[src/rtl/uart_rx_unescape.sv]
// UART 8N1 receiver with byte-stuffing removal (flag/escape framing).
// Ports: mclk, reset (async low), rxd in; rx_data/strobe, rx_flag, rx_frame_err out.
module uart_rx_unescape #(
  parameter int          BIT_CLKS  = 50,
  parameter logic [7:0]  FLAG_BYTE = 8'h7E,
  parameter logic [7:0]  ESC_BYTE  = 8'h7D,
  parameter logic [7:0]  ESC_XOR   = 8'h20
) (
  input  logic       mclk,
  input  logic       reset,
  input  logic       rxd,
  output logic [7:0] rx_data,
  output logic       rx_data_strobe,
  output logic       rx_flag,
  output logic       rx_frame_err
);

  localparam logic [11:0] HALF = 12'(BIT_CLKS / 2 - 1);
  localparam logic [11:0] FULL = 12'(BIT_CLKS - 1);

  typedef enum logic [2:0] {
    IDLE,
    START,
    DATA,
    STOP,
    BREAK_WAIT
  } state_t;

  state_t      r_state;
  logic [11:0] r_timer;
  logic [2:0]  r_idx;
  logic [7:0]  r_shift;
  logic        r_esc;
  logic [7:0]  r_data;
  logic        r_strobe;
  logic        r_flag;
  logic        r_err;

  logic        r_sync1;
  logic        r_sync2;
  logic [1:0]  r_settle;
  logic        r_prev;

  logic        w_rxd;
  logic        w_settled;
  logic        w_fall;
  logic        w_expire;

  // Synchronizer output is only trusted once both flops hold
  // real pin samples; until then the edge detector stays disarmed
  // so a line held low across reset cannot look like a start bit.
  assign w_rxd     = r_sync2;
  assign w_settled = (r_settle == 2'd2);
  assign w_fall    = w_settled & r_prev & ~w_rxd;
  assign w_expire  = (r_timer == 12'd0);

  always_ff @(posedge mclk or negedge reset) begin
    if (!reset) begin
      r_sync1  <= 1'b1;
      r_sync2  <= 1'b1;
      r_settle <= 2'd0;
      r_prev   <= 1'b0;
    end else begin
      r_sync1 <= rxd;
      r_sync2 <= r_sync1;
      if (!w_settled)
        r_settle <= r_settle + 2'd1;
      r_prev <= w_settled ? w_rxd : 1'b0;
    end
  end

  always_ff @(posedge mclk or negedge reset) begin
    if (!reset) begin
      r_state  <= IDLE;
      r_timer  <= 12'd0;
      r_idx    <= 3'd0;
      r_shift  <= 8'h00;
      r_esc    <= 1'b0;
      r_data   <= 8'h00;
      r_strobe <= 1'b0;
      r_flag   <= 1'b0;
      r_err    <= 1'b0;
    end else begin
      r_strobe <= 1'b0;
      r_flag   <= 1'b0;
      r_err    <= 1'b0;
      unique case (r_state)
        IDLE: begin
          if (w_fall) begin
            r_state <= START;
            r_timer <= HALF;
          end
        end
        START: begin
          if (!w_expire) begin
            r_timer <= r_timer - 12'd1;
          end else if (!w_rxd) begin
            r_state <= DATA;
            r_timer <= FULL;
            r_idx   <= 3'd0;
          end else begin
            r_state <= IDLE;
          end
        end
        DATA: begin
          if (!w_expire) begin
            r_timer <= r_timer - 12'd1;
          end else begin
            r_shift <= {w_rxd, r_shift[7:1]};
            r_timer <= FULL;
            if (r_idx == 3'd7) begin
              r_state <= STOP;
              r_idx   <= 3'd0;
            end else begin
              r_idx <= r_idx + 3'd1;
            end
          end
        end
        STOP: begin
          if (!w_expire) begin
            r_timer <= r_timer - 12'd1;
          end else if (w_rxd) begin
            r_state <= IDLE;
            // A flag always wins and cancels any pending escape,
            // so a stray ESC cannot corrupt the next packet.
            if (r_shift == FLAG_BYTE) begin
              r_flag <= 1'b1;
              r_esc  <= 1'b0;
            end else if (r_esc) begin
              r_data   <= r_shift ^ ESC_XOR;
              r_strobe <= 1'b1;
              r_esc    <= 1'b0;
            end else if (r_shift == ESC_BYTE) begin
              r_esc <= 1'b1;
            end else begin
              r_data   <= r_shift;
              r_strobe <= 1'b1;
            end
          end else begin
            r_state <= BREAK_WAIT;
            r_err   <= 1'b1;
            r_esc   <= 1'b0;
          end
        end
        BREAK_WAIT: begin
          if (w_rxd)
            r_state <= IDLE;
        end
        default: begin
          r_state <= IDLE;
        end
      endcase
    end
  end

  assign rx_data        = r_data;
  assign rx_data_strobe = r_strobe;
  assign rx_flag        = r_flag;
  assign rx_frame_err   = r_err;

endmodule

[config.mk]
export PLATFORM = sky130hd
export DESIGN_NAME = uart_rx_unescape
export DESIGN_NICKNAME = d
export VERILOG_FILES = /design/src/rtl/uart_rx_unescape.sv
export SDC_FILE = /design/constraint.sdc
export NUM_CORES = 1
export LEC_CHECK = 0
export CAP_MARGIN = 25
export CORE_ASPECT_RATIO = 0.8
export CORE_MARGIN = 1
export CORE_UTILIZATION = 60
export DETAILED_ROUTE_END_ITERATION = 16
export PLACE_DENSITY_LB_ADDON = 0.3
export SKIP_LAST_GASP = 1
export SYNTH_ARGS = -nofsm -noshare
export SYNTH_HDL_FRONTEND = slang
export SYNTH_SLANG_ARGS = --single-unit
[constraint.sdc]
create_clock -name mclk -period 3.3 [get_ports mclk]
set_input_delay 0.33 -clock mclk [delete_from_list [all_inputs] [get_ports mclk]]
set_output_delay 0.33 -clock mclk [all_outputs]
set_load 0.02 [all_outputs]
==> impl_summary.md <==
Synthesis
Yosys printed 0 warnings. The number of nets handed over by synthesis was slightly below 200. The average size of a mapped cell is 11.08 um^2.

The cell area after technology mapping is 2105 um^2. The number of flip-flops and latches in the synthesized netlist is 43. Synthesis produced a netlist whose cell count is 190. Summing the sequential cell areas from Yosys gives between 50 and 60% of the chip area. Counting flops with a built-in enable in the synthesized netlist gives 0.

The share of synthesized flip-flops with an asynchronous set or reset is 100.0%. The netlist uses 48 different library cells. The most used flip-flop cell after synthesis is sky130_fd_sc_hd__dfrtp_1.

Layout
The total area of sequential cells is 1079 um^2. The total of fill cells in the finished design is between 200 and 250. The area growth from synthesis to layout is 12.90%. The number of antenna repair diodes is 0. The fraction of layout instances using a drive strength above 1 is between 15 and 20%. The number of nets in the finished design is about 210.

The multi-input combinational cells in the finished layout cover a total of around 970 um^2.

Power and ir drop
Summed over all cells, the static leakage comes to about 1.1 nW. IR analysis of the VDD net gives a maximum drop of 495.1 uV. The total power of the final layout is 1.651 mW. The power density over cell area is a little under 700 nW/um^2.

Setup path
The worst register-to-register path ends at r_shift[5]. The arrival time at the worst endpoint is between 2 and 3 ns. The worst flop-to-flop path startpoint is r_timer[0]. The critical path capture point type is a flop. Counting both buffers and inverters, the worst setup path holds a total of 1. The largest single stage delay on the critical path is about 0.8 ns.

The data required time at the worst endpoint is 3.47 ns. The cell with the biggest individual delay on the critical path is sky130_fd_sc_hd__or4_1. The peak fanout along the critical path is 10. The category of cells accounting for the largest share of critical-path delay is simple AND/OR/NAND/NOR gates.

STA classifies the critical path startpoint as a flop. The critical path class is reg -> reg. For flop-to-flop paths, the worst setup slack is slightly below 0.9 ns.

The path depth of the worst reg2reg path is 6. The signal on the critical path passes through inv_1 > ha_1 > nor4b_4 > nand2_2 > or4_1 > mux2_4.

Global routing
Entering global routing, the biggest net connects 44 pins. The number of antenna violations at the first check in global routing is 0. The total overflow left after global routing is 0. The first global-routing pass estimated between 6 and 7 mm of wire.

The global-route usage over all layers is between 20 and 30%. The number of global-route vias before repair is roughly 1.3k.

Place
The setup slack at placement is 0.8977 ns. At the end of routability-driven placement, the weighted congestion stood at between 0.8 and 0.9. In this run the tool buffered the top-level ports with 13 buffer cells. Detailed placement finished with a half-perimeter wire length of around 2.9 mm.

Outcome
The flow ran to the end, and the final reports show no timing, DRC or antenna violations.

Detailed routing
The detail route stage leaves a number of antenna-violating nets equal to 0. The post-detailed-route DRC marker count is 0. The violation count after the first detailed-route iteration is 150.

Dividing the detail-routed wire length by the instance count gives roughly 17 um. For this block, the routed nets add up to just over 4 mm of wire. The routed layout has roughly 1.5k vias. The via-per-instance ratio is approximately 6.3.

For this run, the detailed router's first-pass iteration total came to 4.

STA
The final clock period utilization by the worst path is approximately 73%. Setup repair after global routing left no endpoint under its margin. Setup violations remaining at the end of the flow were counted as 0. Across all setup checks in the final design, the least slack found is about 0.88 ns. The number of hold violations in the final report is 0.

Adding up every negative setup slack in the final design gives 0 ns. The largest clock skew in the final design is between 0.005 and 0.006 ns. Timing would allow up to 412.9 MHz. The worst path needs 2.422 ns of the cycle, external delays included. The transition time of the tightest slew-check pin is around 0.9 ns.

The number of max-slew violations in the final report is 0. In this run the tightest slew margin relative to its limit is roughly 39%.

Floorplanning
The core area is ~3200 um^2. The die is slightly below 70 um wide. The number of cell rows is 18. Once the floorplan was initialized, standard cells occupied roughly 65% of the core. The die covers approximately 3700 um^2. The die is 54.97 um tall.

During I/O placement, the number of pins put on the boundary was 14.

CTS
The number of buffers inserted for hold repair after clock tree synthesis is 0. After clock tree synthesis, the clock-pin slew on the worst setup and hold paths is about 0.080 ns. The post-CTS setup repair buffer count is 0. The source-to-sink clock delay at the later pin of the worst-skew pair is around 0.29 ns. Counting along the longest clock path gives a buffer depth of 2. The H-tree generated during clock tree synthesis spans 2 levels. For this design, the sink count on the clock tree is 43. The total clock buffers created by CTS is 5. The tree is rooted in a sky130_fd_sc_hd__clkbuf_8. The number of gates resized after CTS was 0. TritonCTS built the clock tree.

Hold path
The worst hold-check path type is in -> async.

Run
The count of max-cap constraint violations is 0.
[area by class of cell]
cell class / instances / area share (%)
Clock buffer: 6 / 3.054
Clock inverter: 2 / 2.528
Inverter: 6 / 0.9479
Multi-Input combinational cell: 134 / 40.71
Sequential cell: 43 / 45.39
Tap cell: 40 / 2.106
Timing Repair Buffer: 13 / 5.266
[how the worst max path moves through the flow]
stage                    start  cells past startpoint  slack, ns    endpoint
finish              r_timer[0]                      6       0.88  r_shift[5]
global route        r_timer[0]                      6       0.76  r_shift[2]
CTS                 r_timer[0]                      6       0.89  r_shift[2]
detailed placement  r_timer[0]                      6       0.90  r_shift[2]
global placement    r_timer[0]                      6        1.0  r_shift[3]
floorplan           r_timer[0]                      7       1.25  r_shift[0]
[synth_stat cells (2+ instances only)]
cell,n,area share (%)
sky130_fd_sc_hd__dfrtp_1,41,49
sky130_fd_sc_hd__nor2_1,16,2.9
sky130_fd_sc_hd__o21ai_0,13,3.1
sky130_fd_sc_hd__nand2_1,11,2.0
sky130_fd_sc_hd__mux2_2,9,4.8
sky130_fd_sc_hd__mux2_4,8,5.7
sky130_fd_sc_hd__a21oi_1,7,1.7
sky130_fd_sc_hd__inv_1,6,1.1
sky130_fd_sc_hd__ha_1,5,3.0
sky130_fd_sc_hd__nor3_1,5,1.2
sky130_fd_sc_hd__o2bb2ai_1,5,2.1
sky130_fd_sc_hd__clkbuf_1,4,0.71
sky130_fd_sc_hd__nand2b_1,4,1.2
sky130_fd_sc_hd__nand3_1,3,0.71
sky130_fd_sc_hd__nand4_1,3,0.89
sky130_fd_sc_hd__or2_2,3,0.89
sky130_fd_sc_hd__or3_1,3,0.89
sky130_fd_sc_hd__or4_1,3,1.1
sky130_fd_sc_hd__a21o_1,2,0.71
sky130_fd_sc_hd__a221oi_1,2,0.83
sky130_fd_sc_hd__a22o_1,2,0.83
sky130_fd_sc_hd__a31oi_1,2,0.59
sky130_fd_sc_hd__and2_1,2,0.59
sky130_fd_sc_hd__buf_2,2,0.48
sky130_fd_sc_hd__dfstp_2,2,2.5
sky130_fd_sc_hd__nand3b_1,2,0.71
sky130_fd_sc_hd__nor2b_1,2,0.59
sky130_fd_sc_hd__nor3b_1,2,0.71
sky130_fd_sc_hd__o22ai_1,2,0.59
[state kept, by name, summed over array words and instances (netlist names)]
register	count
r_timer	12
r_shift	8
rx_data	8
r_idx	3
r_state	3
r_settle	2
r_esc	1
r_prev	1
r_sync1	1
r_sync2	1
rx_data_strobe	1
rx_flag	1
rx_frame_err	1
[metal layers]
metal  track usage, %  share of wire (%)
met1            35.73                 48
met2            37.42                 46
met3            5.533                5.3
met4            10.42                1.5
met5                0                  0
[cell families after synthesis]
group / count (synthesis) / share of synthesized area (%)
simple gates: 67 / 18.19
buf+inv: 13 / 2.794
fa+ha+maj: 5 / 2.973
xor+xnor: 2 / 0.8325
mux: 17 / 10.52
flops: 43 / 51.25
compound gates: 43 / 13.44
[power by group]
| part | internal, mW | total (mW) | switching, mW |
|---|---|---|---|
| clock | 0.302 | 0.472 | 0.170 |
| sequential | 0.605 | 0.709 | 0.104 |
| combinational | 0.196 | 0.469 | 0.273 |
[per-stage QoR]
step / std cells / hold slack [ns] / cell area [um^2] / utilization [%]
2_1_floorplan: 190 / 0.03441 / 2105 / -
3_3_place_gp: 236 / 0.3477 / 2243 / 69.66
3_5_place_dp: 236 / 0.3547 / 2243 / 69.66
4_1_cts: 244 / 0.1925 / 2376 / 73.78
5_1_grt: 244 / 0.2541 / 2376 / 73.78
6_report: 244 / 0.1647 / 2376 / 73.78
[placed cells by master, fill, tap and decap left out, types with 3 or more instances in the layout]
cell type / count
sky130_fd_sc_hd__nand2b_1: 4
sky130_fd_sc_hd__mux2_4: 8
sky130_fd_sc_hd__o21ai_0: 13
sky130_fd_sc_hd__clkdlybuf4s50_1: 12
sky130_fd_sc_hd__nand4_1: 3
sky130_fd_sc_hd__or3_1: 3
sky130_fd_sc_hd__or2_2: 3
sky130_fd_sc_hd__dfrtp_1: 41
sky130_fd_sc_hd__ha_1: 5
sky130_fd_sc_hd__mux2_2: 9
sky130_fd_sc_hd__nand2_1: 11
sky130_fd_sc_hd__nor3_1: 5
sky130_fd_sc_hd__or4_1: 3
sky130_fd_sc_hd__nand3_1: 3
sky130_fd_sc_hd__nor2_1: 16
sky130_fd_sc_hd__o2bb2ai_1: 5
sky130_fd_sc_hd__a21oi_1: 7
sky130_fd_sc_hd__inv_1: 6
sky130_fd_sc_hd__clkbuf_8: 5
Note: power is estimated with default switching activity, not from simulation.
==> variant 1: new RTL, same flow settings <==
The 5 states of `state_t` get a one-hot encoding in 5 bits.
--- a/src/rtl/uart_rx_unescape.sv
+++ b/src/rtl/uart_rx_unescape.sv
@@ -20,8 +20,8 @@
 
-  typedef enum logic [2:0] {
-    IDLE,
-    START,
-    DATA,
-    STOP,
-    BREAK_WAIT
+  typedef enum logic [4:0] {
+    IDLE       = 5'b00001,
+    START      = 5'b00010,
+    DATA       = 5'b00100,
+    STOP       = 5'b01000,
+    BREAK_WAIT = 5'b10000
   } state_t;
Formal check against the unedited RTL: same outputs for any inputs over 10 cycles, from zero or initial values and one cycle with reset low; not proved beyond that.
==> variant 1 against the original RTL <==
Setup slack lost 0.12 ns; cell count up 12%; synthesized area grew 10%; combinational power shrank 25%; power shrank 12%; sequential cell count rose by 2; routed wire length increased by 15%; via count is 12% higher; fmax shrank 4.5%; first-iteration DRC count shrank 1.3%; clock skew increased by 0.0050 ns; design area grew 10%; critical endpoint is now r_timer[4]; largest cell class unchanged.
==> variant 1: results (changes against the original RTL) <==
- Result of the run: finished clean (unchanged).
* Met2 Track Usage GR: 0.377 (was 0.374)
- The cell at the slowest stage of the critical path is sky130_fd_sc_hd__dfrtp_1 (was sky130_fd_sc_hd__or4_1).
- The cell area after placement is 0.00247 mm² (was 0.00224 mm²).
- The multiplexer share of the synthesized area was 0.0819 (was 0.105).
* Ratio of routed vias to standard cells: 6.23 (was 6.25)
- Placement-stage worst setup slack: 0.832 ns (was 0.898 ns)
* Worst Reg2Reg Path Length in Cells: 5 (was 6)
- Cell family with the largest share of critical-path delay: compound AO/OA/AOI/OAI gates (was simple AND/OR/NAND/NOR gates)
- Detailed-route wire length: 4660 µm (was 4060 µm)
- Actual transition at the worst max-transition pin: 0.594 ns (was 0.910 ns)
* Wire length of the first global-routing pass: 7710 µm (was 6620 µm)
* Worst-case vdd ir drop: 382 µV (was 495 µV)
- Total combinational power: 0.354 mW (was 0.469 mW)
* Leakage component of the power: 1.16 nW (was 1.09 nW)
- The register area share after synthesis is 0.486 (was 0.512).
* Register-to-Register Setup Slack: 0.76 ns (was 0.88 ns)
* Number of global-route vias before repair: 1639 (was 1335)
- The post-synthesis share of cell area spent on full adders, half adders and majority gates came to 0.0269 (was 0.0297).
* Wire length on met2: 2050 µm (was 1850 µm)
- Period utilization: 0.769 (was 0.734)
- Fraction of final layout cells with drive strength greater than 1: 0.190 (was 0.172)
- The largest stage delay on the critical path was 0.63 ns (was 0.82 ns).
* Number of cells after detailed placement: 264 (was 236)
* Fin area: 0.00261 mm² (was 0.00238 mm²)
- Number of filler cells placed in the layout: 253 (was 232)
- Final HPWL DP: 3320 µm (was 2900 µm)
- The placer's final routability congestion estimate came to 0.866 (was 0.879).
- Detailed route wirelength on metal3: 225 µm (was 216 µm)
* Xor and xnor fraction of the mapped netlist area: 0.0188 (was 0.00832)
- Global-route usage over all layers: 0.249 (was 0.252)
## variant 1: cell types whose count changed in the layout (fill, tap and decap cells not counted), sizes merged, moves of 4 or more
cell,delta
o2bb2ai,-5
nand3,+4
o21ai,-7
nor2,-5
o22ai,+5
inv,+8
## variant 1: worst min-delay path by stage
stage	startpoint	end	slack, ns	cells past startpoint
final	reset	r_timer[8]	0.37	2
after global routing	reset	r_timer[9]	0.38	2
after global placement	r_sync1	r_sync2	0.35	0
after detailed placement	r_sync1	r_sync2	0.36	0
after floorplan	reset	r_esc	0.03	0
after CTS	reset	r_timer[8]	0.21	1
## variant 1: timing repair
item	CTS	global route
hold endpoints to repair	0	3
endpoints found under the setup margin	0	0
setup buffers	0	0
hold buffers	0	1
## variant 1: final cells by class
type                            count  share of cell area
Sequential cell                    45               0.432
Multi-Input combinational cell    151               0.424
Timing Repair Buffer               16              0.0622
Clock buffer                        5              0.0263
Tap cell                           42              0.0201
Clock inverter                      3              0.0182
Inverter                           12              0.0172
==> variant 2: new RTL, config.mk and constraints unchanged <==
Made on the original files. The parameter `FLAG_BYTE` goes from 8'h7E to 8'h3F.
--- a/src/rtl/uart_rx_unescape.sv
+++ b/src/rtl/uart_rx_unescape.sv
@@ -4,3 +4,3 @@
   parameter int          BIT_CLKS  = 50,
-  parameter logic [7:0]  FLAG_BYTE = 8'h7E,
+  parameter logic [7:0]  FLAG_BYTE = 8'h3F,
   parameter logic [7:0]  ESC_BYTE  = 8'h7D,
Formal check against the unedited RTL: no difference found for any inputs over 10 cycles, from zero or initial values and one cycle with reset low; that may be too few to reach the edited logic, so the function may still have changed.
==> variant 2 against the original RTL <==
Sequential cell count did not move; synthesized area increased by 1.2%; design area down 1.9%; hold slack improved by 0.0035 ns; power grew 2.6%; setup slack worse by 0.16 ns; critical endpoint is now rx_data[4]; sequential share of layout area increased by 0.88 points; largest cell class unchanged; sequential power up 2%; routed wire length grew 14%.
==> variant 2: results (changes against the original RTL) <==
- Result of the run: finished clean (unchanged)
* Library cell contributing the largest single delay on the critical path: sky130_fd_sc_hd__and4_1 (was sky130_fd_sc_hd__or4_1)
- Most area-consuming cells after synthesis: sky130_fd_sc_hd__dfrtp_1 (48%), sky130_fd_sc_hd__mux2_2 (10%), sky130_fd_sc_hd__ha_1 (2.9%), sky130_fd_sc_hd__dfstp_2 (2.5%), sky130_fd_sc_hd__a31oi_1 (2.1%) (was sky130_fd_sc_hd__dfrtp_1 (49%), sky130_fd_sc_hd__mux2_4 (5.7%), sky130_fd_sc_hd__mux2_2 (4.8%), sky130_fd_sc_hd__o21ai_0 (3.1%), sky130_fd_sc_hd__ha_1 (3.0%)).
* Met1 Usage GRT: 0.413 (was 0.357)
- Number of design-rule violations left by the first detailed-router iteration: 163 (was 150)
- The routing usage on met3 was 0.0599 (was 0.0553).
* Overall via count from detail_route: 1587 (was 1526)
* Placement-stage worst setup slack: 0.772 ns (was 0.898 ns)
- Worst-case vdd ir drop: 425 µV (was 495 µV)
* Number of filler cells placed in the layout: 233 (was 232)
- The cell count after synthesis came to 188 (was 190).
* Fraction of the yosys area taken by sequential cells: 0.506 (was 0.512)
- The post-synthesis net count came to 196 (was 198).
* Dpl cell area: 0.00225 mm² (was 0.00224 mm²)
- Global-route usage over all layers: 0.281 (was 0.252)
- Number of nets in the layout: 205 (was 211)
- Number of global-route vias before repair: 1509 (was 1335)
- The number of iterations in the first detailed-routing pass was 5 (was 4).
- The clock-net power came to 0.334 mW (was 0.472 mW).
- The combinational share of power was 0.374 (was 0.284).
* Leakage component of the power: 1.04 nW (was 1.09 nW)
- The routed length on met3 was 311 µm (was 216 µm).
* Detailed-route wire length: 4640 µm (was 4060 µm)
- The average routed wire per standard cell came to 19.5 µm (was 16.6 µm).
- Distinct cell type count of the synthesized netlist: 55 (was 48)
- The number of placed instances with taps included came to 230 (was 236).
- Stage delay of the slowest cell on the critical path: 0.60 ns (was 0.82 ns)
- Wire length on met2: 2110 µm (was 1850 µm)
* Data arrival time of the critical path: 2.78 ns (was 2.60 ns)
* Leading post-synthesis cells by instance count: sky130_fd_sc_hd__dfrtp_1 (41), sky130_fd_sc_hd__mux2_2 (19), sky130_fd_sc_hd__nor2_1 (10), sky130_fd_sc_hd__inv_1 (8) (was sky130_fd_sc_hd__dfrtp_1 (41), sky130_fd_sc_hd__nor2_1 (16), sky130_fd_sc_hd__o21ai_0 (13), sky130_fd_sc_hd__nand2_1 (11), sky130_fd_sc_hd__mux2_2 (9))
- Fraction of final layout cells with drive strength greater than 1: 0.202 (was 0.172)
[variant 2: cell count changes after synthesis, moves of 3 or more]
cell	change
sky130_fd_sc_hd__mux2_2	+10
sky130_fd_sc_hd__o21ai_0	-9
sky130_fd_sc_hd__a31oi_1	+5
sky130_fd_sc_hd__mux2_4	-8
sky130_fd_sc_hd__o2bb2ai_1	-4
sky130_fd_sc_hd__a211oi_1	+3
sky130_fd_sc_hd__nand2_1	-4
sky130_fd_sc_hd__nor2_1	-6
sky130_fd_sc_hd__or2_2	-3
[variant 2: cell type report]
class                           count  area, µm²  area share
Sequential cell                    43       1080       0.463
Multi-Input combinational cell    126        962       0.413
Clock inverter                      2       12.5     0.00537
Timing Repair Buffer               13        125      0.0537
Tap cell                           40       50.0      0.0215
Inverter                            8       30.0      0.0129
Clock buffer                        6       72.6      0.0311
[variant 2: path summary, 6_finish.rpt]
path,cells past startpoint,from,slack (ns),end
setup / recovery,6,r_timer[0],0.72,rx_data[4]
hold / removal,1,reset,0.17,r_timer[1]
setup reg to reg,6,r_timer[0],0.72,rx_data[4]
hold reg to reg,0,r_sync1,0.36,r_sync2
max in group asynchronous,1,reset,2.56,r_esc
min in group mclk,0,r_sync1,0.36,r_sync2
[variant 2: logic make-up (layout without fill, tap and decap cells)]
| logic type | after synthesis | after routing | share of synthesized area |
|---|---|---|---|
| DFF | 43 | 43 | 0.506 |
| and+or+nand+nor | 52 | 52 | 0.143 |
| AOI/OAI and AO/OA | 46 | 46 | 0.160 |
| xor gates and xnor gates | 2 | 2 | 0.00823 |
| adders and majority gates | 5 | 5 | 0.0294 |
| buffers and inverters | 19 | 29 | 0.0417 |
| muxes | 21 | 21 | 0.110 |
